===== config.mk =====
export PLATFORM = sky130hd
export DESIGN_NAME = cs_wait_state_gen
export DESIGN_NICKNAME = d
export VERILOG_FILES = /design/src/rtl/cs_pkg.sv /design/src/rtl/phi2_sync_edge.sv /design/src/rtl/cs_wait_state_gen.sv
export SDC_FILE = /design/constraint.sdc
export NUM_CORES = 1
export LEC_CHECK = 0
export CAP_MARGIN = 20
export CELL_PAD_IN_SITES_DETAIL_PLACEMENT = 0
export CELL_PAD_IN_SITES_GLOBAL_PLACEMENT = 2
export CORE_MARGIN = 8
export CORE_UTILIZATION = 27
export CTS_BUF_LIST = sky130_fd_sc_hd__clkbuf_4 sky130_fd_sc_hd__clkbuf_8 sky130_fd_sc_hd__clkbuf_16
export CTS_CLUSTER_DIAMETER = 150
export CTS_CLUSTER_SIZE = 20
export DETAILED_ROUTE_END_ITERATION = 10
export GPL_TIMING_DRIVEN = 0
export PLACE_DENSITY_LB_ADDON = 0.3
export SLEW_MARGIN = 10
export SYNTH_ARGS = -nofsm -noshare
export SYNTH_HDL_FRONTEND = slang
export SYNTH_SLANG_ARGS = --single-unit

===== constraint.sdc =====
create_clock -name i_clk -period 1.6 [get_ports i_clk]
set_input_delay 0.16 -clock i_clk [delete_from_list [all_inputs] [get_ports i_clk]]
set_output_delay 0.16 -clock i_clk [all_outputs]
set_load 0.03 [all_outputs]

===== src/rtl/cs_pkg.sv =====
// Shared definitions for the 6502 chip-select wait-state logic.
// Covers the FSM state type, select indices and the default per-select wait table.
package cs_pkg;

    typedef enum logic {
        IDLE = 1'b0,
        WAIT = 1'b1
    } cs_state_e;

    localparam int SEL_RAM  = 0;
    localparam int SEL_ROM  = 1;
    localparam int SEL_ACIA = 2;
    localparam int SEL_VIA  = 3;

    // Field i (bits [i*3 +: 3]) is the PHI2 wait count for sel_n[i]: RAM 0, ROM 1, ACIA 2, VIA 0
    localparam logic [11:0] CS_WAIT_CFG_DEFAULT = {3'd0, 3'd2, 3'd1, 3'd0};

endpackage


===== src/rtl/phi2_sync_edge.sv =====
// Brings the 6502 PHI2 clock into the clk domain through two flops.
// A third flop supplies one-clk rise and fall pulses.
module phi2_sync_edge (
    input  logic i_clk,
    input  logic i_rst,
    input  logic i_phi2,
    output logic o_rise,
    output logic o_fall
);

    logic r_q1;
    logic r_q2;
    logic r_q3;

    always_ff @(posedge i_clk) begin
        if (i_rst) begin
            r_q1 <= 1'b0;
            r_q2 <= 1'b0;
            r_q3 <= 1'b0;
        end else begin
            r_q1 <= i_phi2;
            r_q2 <= r_q1;
            r_q3 <= r_q2;
        end
    end

    assign o_rise = r_q2 & ~r_q3;
    assign o_fall = ~r_q2 & r_q3;

endmodule


===== src/rtl/cs_wait_state_gen.sv =====
// Holds 6502 RDY low for a per-select number of PHI2 cycles so slow devices can respond.
// Also flags decode faults and keeps a saturating count of stretched cycles.
module cs_wait_state_gen
    import cs_pkg::*;
#(
    parameter int                        N_SEL         = 4,
    parameter int                        WAIT_W        = 3,
    parameter logic [N_SEL*WAIT_W-1:0]   WAIT_CFG      = CS_WAIT_CFG_DEFAULT,
    parameter bit                        WAIT_ON_WRITE = 1'b1
) (
    input  logic             i_clk,
    input  logic             i_rst,
    input  logic             i_phi2,
    input  logic [N_SEL-1:0] i_sel_n,
    input  logic             i_rw,
    input  logic             i_clr_err,
    output logic             o_rdy,
    output logic             o_busy,
    output logic             o_sel_err,
    output logic [15:0]      o_stretch_count
);

    logic              w_rise;
    logic              w_phi2_fall_unused;
    logic [WAIT_W-1:0] w_wait;
    logic [WAIT_W-1:0] w_field;
    logic              w_seen;
    logic              w_multi;
    logic              w_none;

    cs_state_e         r_state;
    cs_state_e         w_state_nxt;
    logic [WAIT_W-1:0] r_cnt;
    logic [WAIT_W-1:0] w_cnt_nxt;
    logic              r_rdy;
    logic              w_rdy_nxt;
    logic              r_busy;
    logic              w_busy_nxt;
    logic              r_err;
    logic              w_err_nxt;
    logic [15:0]       r_stretch_count;
    logic [15:0]       w_count_nxt;

    phi2_sync_edge u_phi2_sync (
        .i_clk  (i_clk),
        .i_rst  (i_rst),
        .i_phi2 (i_phi2),
        .o_rise (w_rise),
        .o_fall (w_phi2_fall_unused)
    );

    // Longest wait among all active selects; a second active select marks a decode fault
    always_comb begin
        w_wait  = '0;
        w_field = '0;
        w_seen  = 1'b0;
        w_multi = 1'b0;
        for (int i = 0; i < N_SEL; i++) begin
            if (!i_sel_n[i]) begin
                w_field = WAIT_CFG[i*WAIT_W +: WAIT_W];
                if (w_field > w_wait) begin
                    w_wait = w_field;
                end
                if (w_seen) begin
                    w_multi = 1'b1;
                end
                w_seen = 1'b1;
            end
        end
        if (!WAIT_ON_WRITE && !i_rw) begin
            w_wait = '0;
        end
    end

    assign w_none = &i_sel_n;

    always_ff @(posedge i_clk) begin
        if (i_rst) begin
            r_state         <= IDLE;
            r_cnt           <= '0;
            r_rdy           <= 1'b1;
            r_busy          <= 1'b0;
            r_err           <= 1'b0;
            r_stretch_count <= '0;
        end else begin
            r_state         <= w_state_nxt;
            r_cnt           <= w_cnt_nxt;
            r_rdy           <= w_rdy_nxt;
            r_busy          <= w_busy_nxt;
            r_err           <= w_err_nxt;
            r_stretch_count <= w_count_nxt;
        end
    end

    // Fault sets are evaluated after clr_err so a coincident fault keeps the flag set
    always_comb begin
        w_state_nxt = r_state;
        w_cnt_nxt   = r_cnt;
        w_rdy_nxt   = r_rdy;
        w_busy_nxt  = r_busy;
        w_err_nxt   = r_err;
        w_count_nxt = r_stretch_count;
        if (i_clr_err) begin
            w_err_nxt = 1'b0;
        end
        if (w_rise) begin
            if (w_multi) begin
                w_err_nxt = 1'b1;
            end
            unique case (r_state)
                IDLE: begin
                    if (w_wait != '0) begin
                        w_cnt_nxt   = w_wait;
                        w_rdy_nxt   = 1'b0;
                        w_busy_nxt  = 1'b1;
                        w_state_nxt = WAIT;
                    end
                end
                WAIT: begin
                    if (w_none) begin
                        w_cnt_nxt   = '0;
                        w_rdy_nxt   = 1'b1;
                        w_busy_nxt  = 1'b0;
                        w_err_nxt   = 1'b1;
                        w_state_nxt = IDLE;
                    end else begin
                        if (r_stretch_count != 16'hFFFF) begin
                            w_count_nxt = r_stretch_count + 16'd1;
                        end
                        w_cnt_nxt = r_cnt - WAIT_W'(1);
                        if (r_cnt == WAIT_W'(1)) begin
                            w_rdy_nxt   = 1'b1;
                            w_busy_nxt  = 1'b0;
                            w_state_nxt = IDLE;
                        end
                    end
                end
                default: begin
                    w_state_nxt = IDLE;
                end
            endcase
        end
    end

    assign o_rdy           = r_rdy;
    assign o_busy          = r_busy;
    assign o_sel_err       = r_err;
    assign o_stretch_count = r_stretch_count;

endmodule


==> results of run 1 <==
==> kinds of logic (layout without fill, tap and decap cells) <==
group | count (synthesis) | after routing | synth area share, %
fa+ha+maj | 3 | 3 | 2.80
compound gates | 23 | 23 | 10.4
simple gates | 76 | 76 | 34.5
flops | 26 | 26 | 38.8
xor+xnor | 12 | 12 | 7.84
buf+inv | 12 | 54 | 5.60
==> final cells by class <==
class | count | area, um2
Inverter | 5 | 18.8
Clock inverter | 1 | 30.0
Clock buffer | 3 | 41.3
Buffer | 7 | 65.1
Multi-Input combinational cell | 114 | 817
Tap cell | 67 | 83.8
Timing Repair Buffer | 38 | 373
Fill cell | 513 | 2780
Sequential cell | 26 | 551
==> placed cells by master, fill, tap and decap left out, drive strengths merged, types with 6 or more instances in the layout <==
cell type and n:
buf 16, dfxtp 26, o21ai 6, a21oi 8
xnor2 10, nand4 8, clkbuf 7, nand3 6
nor3 7, nand2 9, nor2b 8, nor2 19
clkdlybuf4s50 19
==> worst reg2reg max path: stages (launching register included) <==
cell and delay (ps):
dfxtp_4 390, and4_4 230, and4_1 190, nand4_1 110, or4_1 480, a21oi_1 130
==> metal layers <==
metal  GRT usage [%]  up-vias
met4            1.88        0
met1            12.1      582
met2            16.0       28
met5               0        -
met3            3.12        2
li1                -      628
==> sequential cells by signal, indices dropped and copies added, names as in the netlist <==
signal,cells
r_state,1
u_phi2_sync.r_q2,1
r_cnt,3
o_sel_err,1
o_stretch_count,16
o_rdy,1
u_phi2_sync.r_q3,1
o_busy,1
u_phi2_sync.r_q1,1
==> worst max-delay path by stage <==
| stage | to |
|---|---|
| 2_1_floorplan | o_stretch_count[4] |
| 3_3_place_gp | o_stretch_count[14] |
| 3_5_place_dp | o_stretch_count[14] |
| 4_1_cts | o_stretch_count[7] |
| 5_1_grt | o_stretch_count[7] |
| 6_report | o_stretch_count[13] |
==> report_power, final <==
part	internal (mW)	switching (mW)	total [mW]
clock network	0.335	0.218	0.553
logic	0.0430	0.0520	0.0950
registers	0.650	0.00750	0.657
total	1.03	0.278	1.30
==> per-stage QoR <==
step / setup TNS (ps) / hold slack (ps) / power, mW / setup slack [ps] / utilization, %
after global placement: -4170 / 418 / 0.766 / -339 / 36.4
after global routing: -710 / 271 / 1.35 / -99.4 / 41.6
after CTS: -11.7 / 242 / 1.33 / -8.79 / 40.1
final: -4.81 / 232 / 1.30 / -4.81 / 41.6
after floorplan: -64.5 / 288 / 0.725 / -26.2 / -
after detailed placement: -4320 / 430 / 0.767 / -334 / 36.4
==> what timing repair did <==
item,in CTS,in global routing
cloned,0,1
setup buffers,8,4
setup endpoints to repair,14,18
hold buffers,0,0
pin swaps,9,8
resized for setup,12,8
==> results.ini, run 1 <==
[clocking]
worstSkewPairLatency_ps=270
cts_tree=done
clockBufferDepth=2
cts.htree.levels=1
clkSinkCount=26
clk_pin_slew_ps=90
cts_buffers=3
clock-root-buffer=clkbuf_8

[job]
maxCapViolCount=0

[power]
peakVddDrop_uv=538
leakagePower_nw=0.738
power_density_nw_per_um2=659

[routing]
routed-via-count=1240
ant_nets=0
routed_wl_um=3600
first_pass_iters=5
drt-vias-per-instance=4.75
met3_length_um=211
drt_iter0_drc=58
wl_met1_um=1680
drc=0
highest_layer=met4
met2_length_um=1690
routedWlPerCell_um=13.8

[status]
violations=negative setup slack
status=finished, violations left

[yosys]
synth_area_um2=1340
synth_ff_type=dfxtp_1
yosys_warnings=0
synth_area_leaders=dfxtp_1 (39%), xnor2_1 (6.5%), nor2_1 (5.3%)
synth_commonest_cells=dfxtp_1 (26), nor2_1 (19), xnor2_1 (10)
avgSynthCellArea_um2=8.82
synth_most_common_cell=dfxtp_1
synthesis.nets=164
synth-seq-cells=26
yosysUniqueCellTypes=39
synth_cells=152
synth_edf_count=0
synth_top_area_share_pct=38.8
ys_seq_area_share_pct=38.8
synth_largest_area_cell=dfxtp_1
synthArstFlopShare_pct=0

[worst_setup_path]
critPathBufInv=0
worst_path_max_delay_cell=or4_1
cp.required_ps=1800
reg2regPathDepth=5
crit_path_cell_trace=and4_4, and4_1, nand4_1, or4_1, a21oi_1
crit_fanout=4
cp.depth=5
cp-start-kind=register
r2r_slack_ps=-5
r2r-start=o_stretch_count[4]
cp.arrival_ps=1800
path_class=reg2reg
max_stage_delay_ps=480
end_kind=register
crit-reg2reg-capture=o_stretch_count[13]
cpLargestDelayFamily=simple AND/OR/NAND/NOR gates
crit_start=o_stretch_count[4]

[global_routing]
grt_pass1_wl_um=5910
grt.total_usage_pct=9.74
grt_max_degree=16
overflow=0
antenna_found_initial=0
grt_pass1_vias=1252

[sta]
finalSetupViolations=1
rsz0062_at_grt=true
fin_ws_ps=-4.81
relSlewSlack_pct=61.7
slew_viol_final=0
worst_slew_pin_slew_ps=575
post-route-min-period_ps=1600
skew_ps=1.15
hold_viol=0
period_share_pct=100
clock.fmax_ghz=0.623

[die]
die_x_um=86.5
core_area_um2=4750
std_cell_rows=25
dieArea_um2=7470
ios=28
die_h_um=86.5
start_util_pct=28.2

[hold_path]
holdPathStages=2
min_from=i_rst
hp-class=in2reg
min_to=u_phi2_sync.r_q1

[placed_design]
dp.cells=244
finalWeightedCongestion=0.791
placed_cell_area_um2=1730
io_buffers=25
dp_hpwl_um=2450

[final_layout]
final_area_um2=1980
stdcell_count=261
n_antenna_cell=0
drive_gt1_share_pct=25.8
areaGrowthSynthToFinish_pct=47.7
num-nets-final=207

Note: power is estimated with default switching activity, not from simulation.
==> run 2, diff against run 1 <==
CORE_MARGIN = not set   (was 8)
MAX_ROUTING_LAYER = met4   (was not set)
==> run 2 against run 1 <==
Effect of this change:
- the flow still finishes with violations (negative setup slack)
- cell count grew 2.7%
- power shrank 3.5%
- register-to-register slack lost 20 ps
- fmax shrank 1.3%
- core utilization grew 2.0 points
- count of clock-buffer cells in the layout grew 1
- critical path depth is the same
- sequential share of layout area shrank 0.87 points
- wire length grew 1.7%
- design area grew 4.9%
- clock skew grew 1.0 ps
- via count grew 2.7%
- largest cell class unchanged
- highest routed layer unchanged
==> results.ini, run 2 (same netlist as run 1, synthesis figures left out) <==
[job]
maxCapViolCount=0

[final_layout]
num-nets-final=214
final_common_cell=buf_4
n_antenna_cell=0
utilization_pct=43.7
drive_gt1_share_pct=29.9
stdcell_count=268
largest_register_ffs=16
areaGrowthSynthToFinish_pct=54.9
final_cell_mix=buf_4 (19), nor2_1 (18), clkdlybuf4s50_1 (17)

[clocking]
cts_tree=done
clockBufferDepth=2
clkSinkCount=26
clock-root-buffer=clkbuf_8
cts.htree.levels=1
clk_pin_slew_ps=100
worstSkewPairLatency_ps=280
cts_hold_buf=0
cts_buffers=3

[power]
power_density_nw_per_um2=607
total_power_mw=1.26
peakVddDrop_uv=401
p_int_uw=964
power.switching_uw=296
p_seq_share_pct=51.7
sw_frac_of_total_pct=23.5
leakagePower_nw=0.797
pwr-share-comb_pct=8.1
clock_power_share_pct=40.3

[sta]
relSlewSlack_pct=58.6
period_share_pct=102
hold_viol=0
skew_ps=2.17
clock.fmax_ghz=0.615
worst_slew_pin_slew_ps=620
rsz0062_at_grt=true
fin_setup_tns_ps=-32.0
fin_ws_ps=-25.3
hold_ws_ps=216
slew_viol_final=0
finalSetupViolations=3
post-route-min-period_ps=1630

[global_routing]
overflow=0
antenna_found_initial=0
grt_max_degree=16
grt.total_usage_pct=14.6
grt_pass1_wl_um=5710
grt_pass1_vias=1183

[status]
violations=negative setup slack
status=finished, violations left

[die]
ios=28
std_cell_rows=25
core_area_um2=4750
start_util_pct=28.2
dieArea_um2=5250
die_h_um=72.5
die_x_um=72.5

[worst_setup_path]
cp.required_ps=1810
critPathBufInv=0
end_kind=register
cp-start-kind=register
worst_path_max_delay_cell=or4_1
crit_path_cell_trace=and4_4, and4_1, nand4_1, or4_1, a21oi_1
crit_fanout=3
max_stage_delay_ps=490
cpLargestDelayFamily=simple AND/OR/NAND/NOR gates
path_class=reg2reg
cp.arrival_ps=1830

[placed_design]
finalWeightedCongestion=0.795
dp_hpwl_um=2260
dp.cells=244
io_buffers=25

[routing]
first_pass_iters=4
drt_iter0_drc=55
routed-via-count=1274
routed_wl_um=3660
drc=0
routedWlPerCell_um=13.6
drt-vias-per-instance=4.75
ant_nets=0

[hold_path]
hp-class=in2reg

==> run 2: cell types whose count changed in the layout (fill, tap and decap cells not counted), sizes merged <==
cell,before,now
dlymetal6s2s,4,7
dlygate4sd2,2,1
clkdlybuf4s50,19,17
bufinv,1,0
buf,16,23
clkbuf,7,8
==> run 2: metal layers <==
| layer | wire length, um | vias up | GRT usage [%] |
|---|---|---|---|
| met3 | 116 | 6 | 1.81 |
| met1 | 1750 | 601 | 19.4 |
| met5 | 0 | - | - |
| met4 | 57 | 0 | 6.32 |
| li1 | - | 643 | - |
| met2 | 1730 | 24 | 22.4 |
==> run 2: area by class of cell <==
type                       count  area (um2)
inverter                       5        18.8
tap                           67        83.8
sequential                    26         559
fill                         493        2680
buffer                         7        65.1
multi-input combinational    114         848
clock buffer                   4        66.3
timing repair buffer          45         434
==> run 2: path summary, 6_finish.rpt <==
check | from | endpoint | slack (ps) | depth (start not counted)
max | o_stretch_count[1] | o_stretch_count[13] | -30 | 5
min | i_rst | u_phi2_sync.r_q2 | 220 | 2
max reg2reg | o_stretch_count[1] | o_stretch_count[13] | -30 | 5
min reg2reg | u_phi2_sync.r_q1 | u_phi2_sync.r_q2 | 450 | 1
==> run 2: power groups by stage <==
stage,Clock [mW],Sequential [mW],Combinational [mW]
6_report,0.507,0.651,0.101
2_1_floorplan,0,0.679,0.0461
3_3_place_gp,0,0.673,0.0922
5_1_grt,0.534,0.653,0.112
4_1_cts,0.515,0.658,0.0966
3_5_place_dp,0,0.673,0.0931
==> run 2: metrics by stage <==
stage	area (um2)	setup slack (ps)
after detailed placement	1730	-323
after floorplan	1400	-26.2
after global routing	2080	-110
final	2080	-25.3
after CTS	1900	-3.78
after global placement	1730	-339
==> run 2: worst reg2reg max path: stages, from the launching register on <==
cell	delay, ps
dfxtp_4	380
and4_4	250
and4_1	200
nand4_1	110
or4_1	490
a21oi_1	130
==> run 2: repair_timing <==
item | CTS | global route
cloned | 0 | 1
pin swaps | 4 | 16
endpoints found under the setup margin | 15 | 19
resized for setup | 12 | 20
buffers inserted | 9 | 10
==> run 3, diff against run 2 <==
CTS_CLUSTER_DIAMETER = not set   (was 150)
==> results of run 3 <==
Final layout, timing and power as in run 2 (identical DEF).
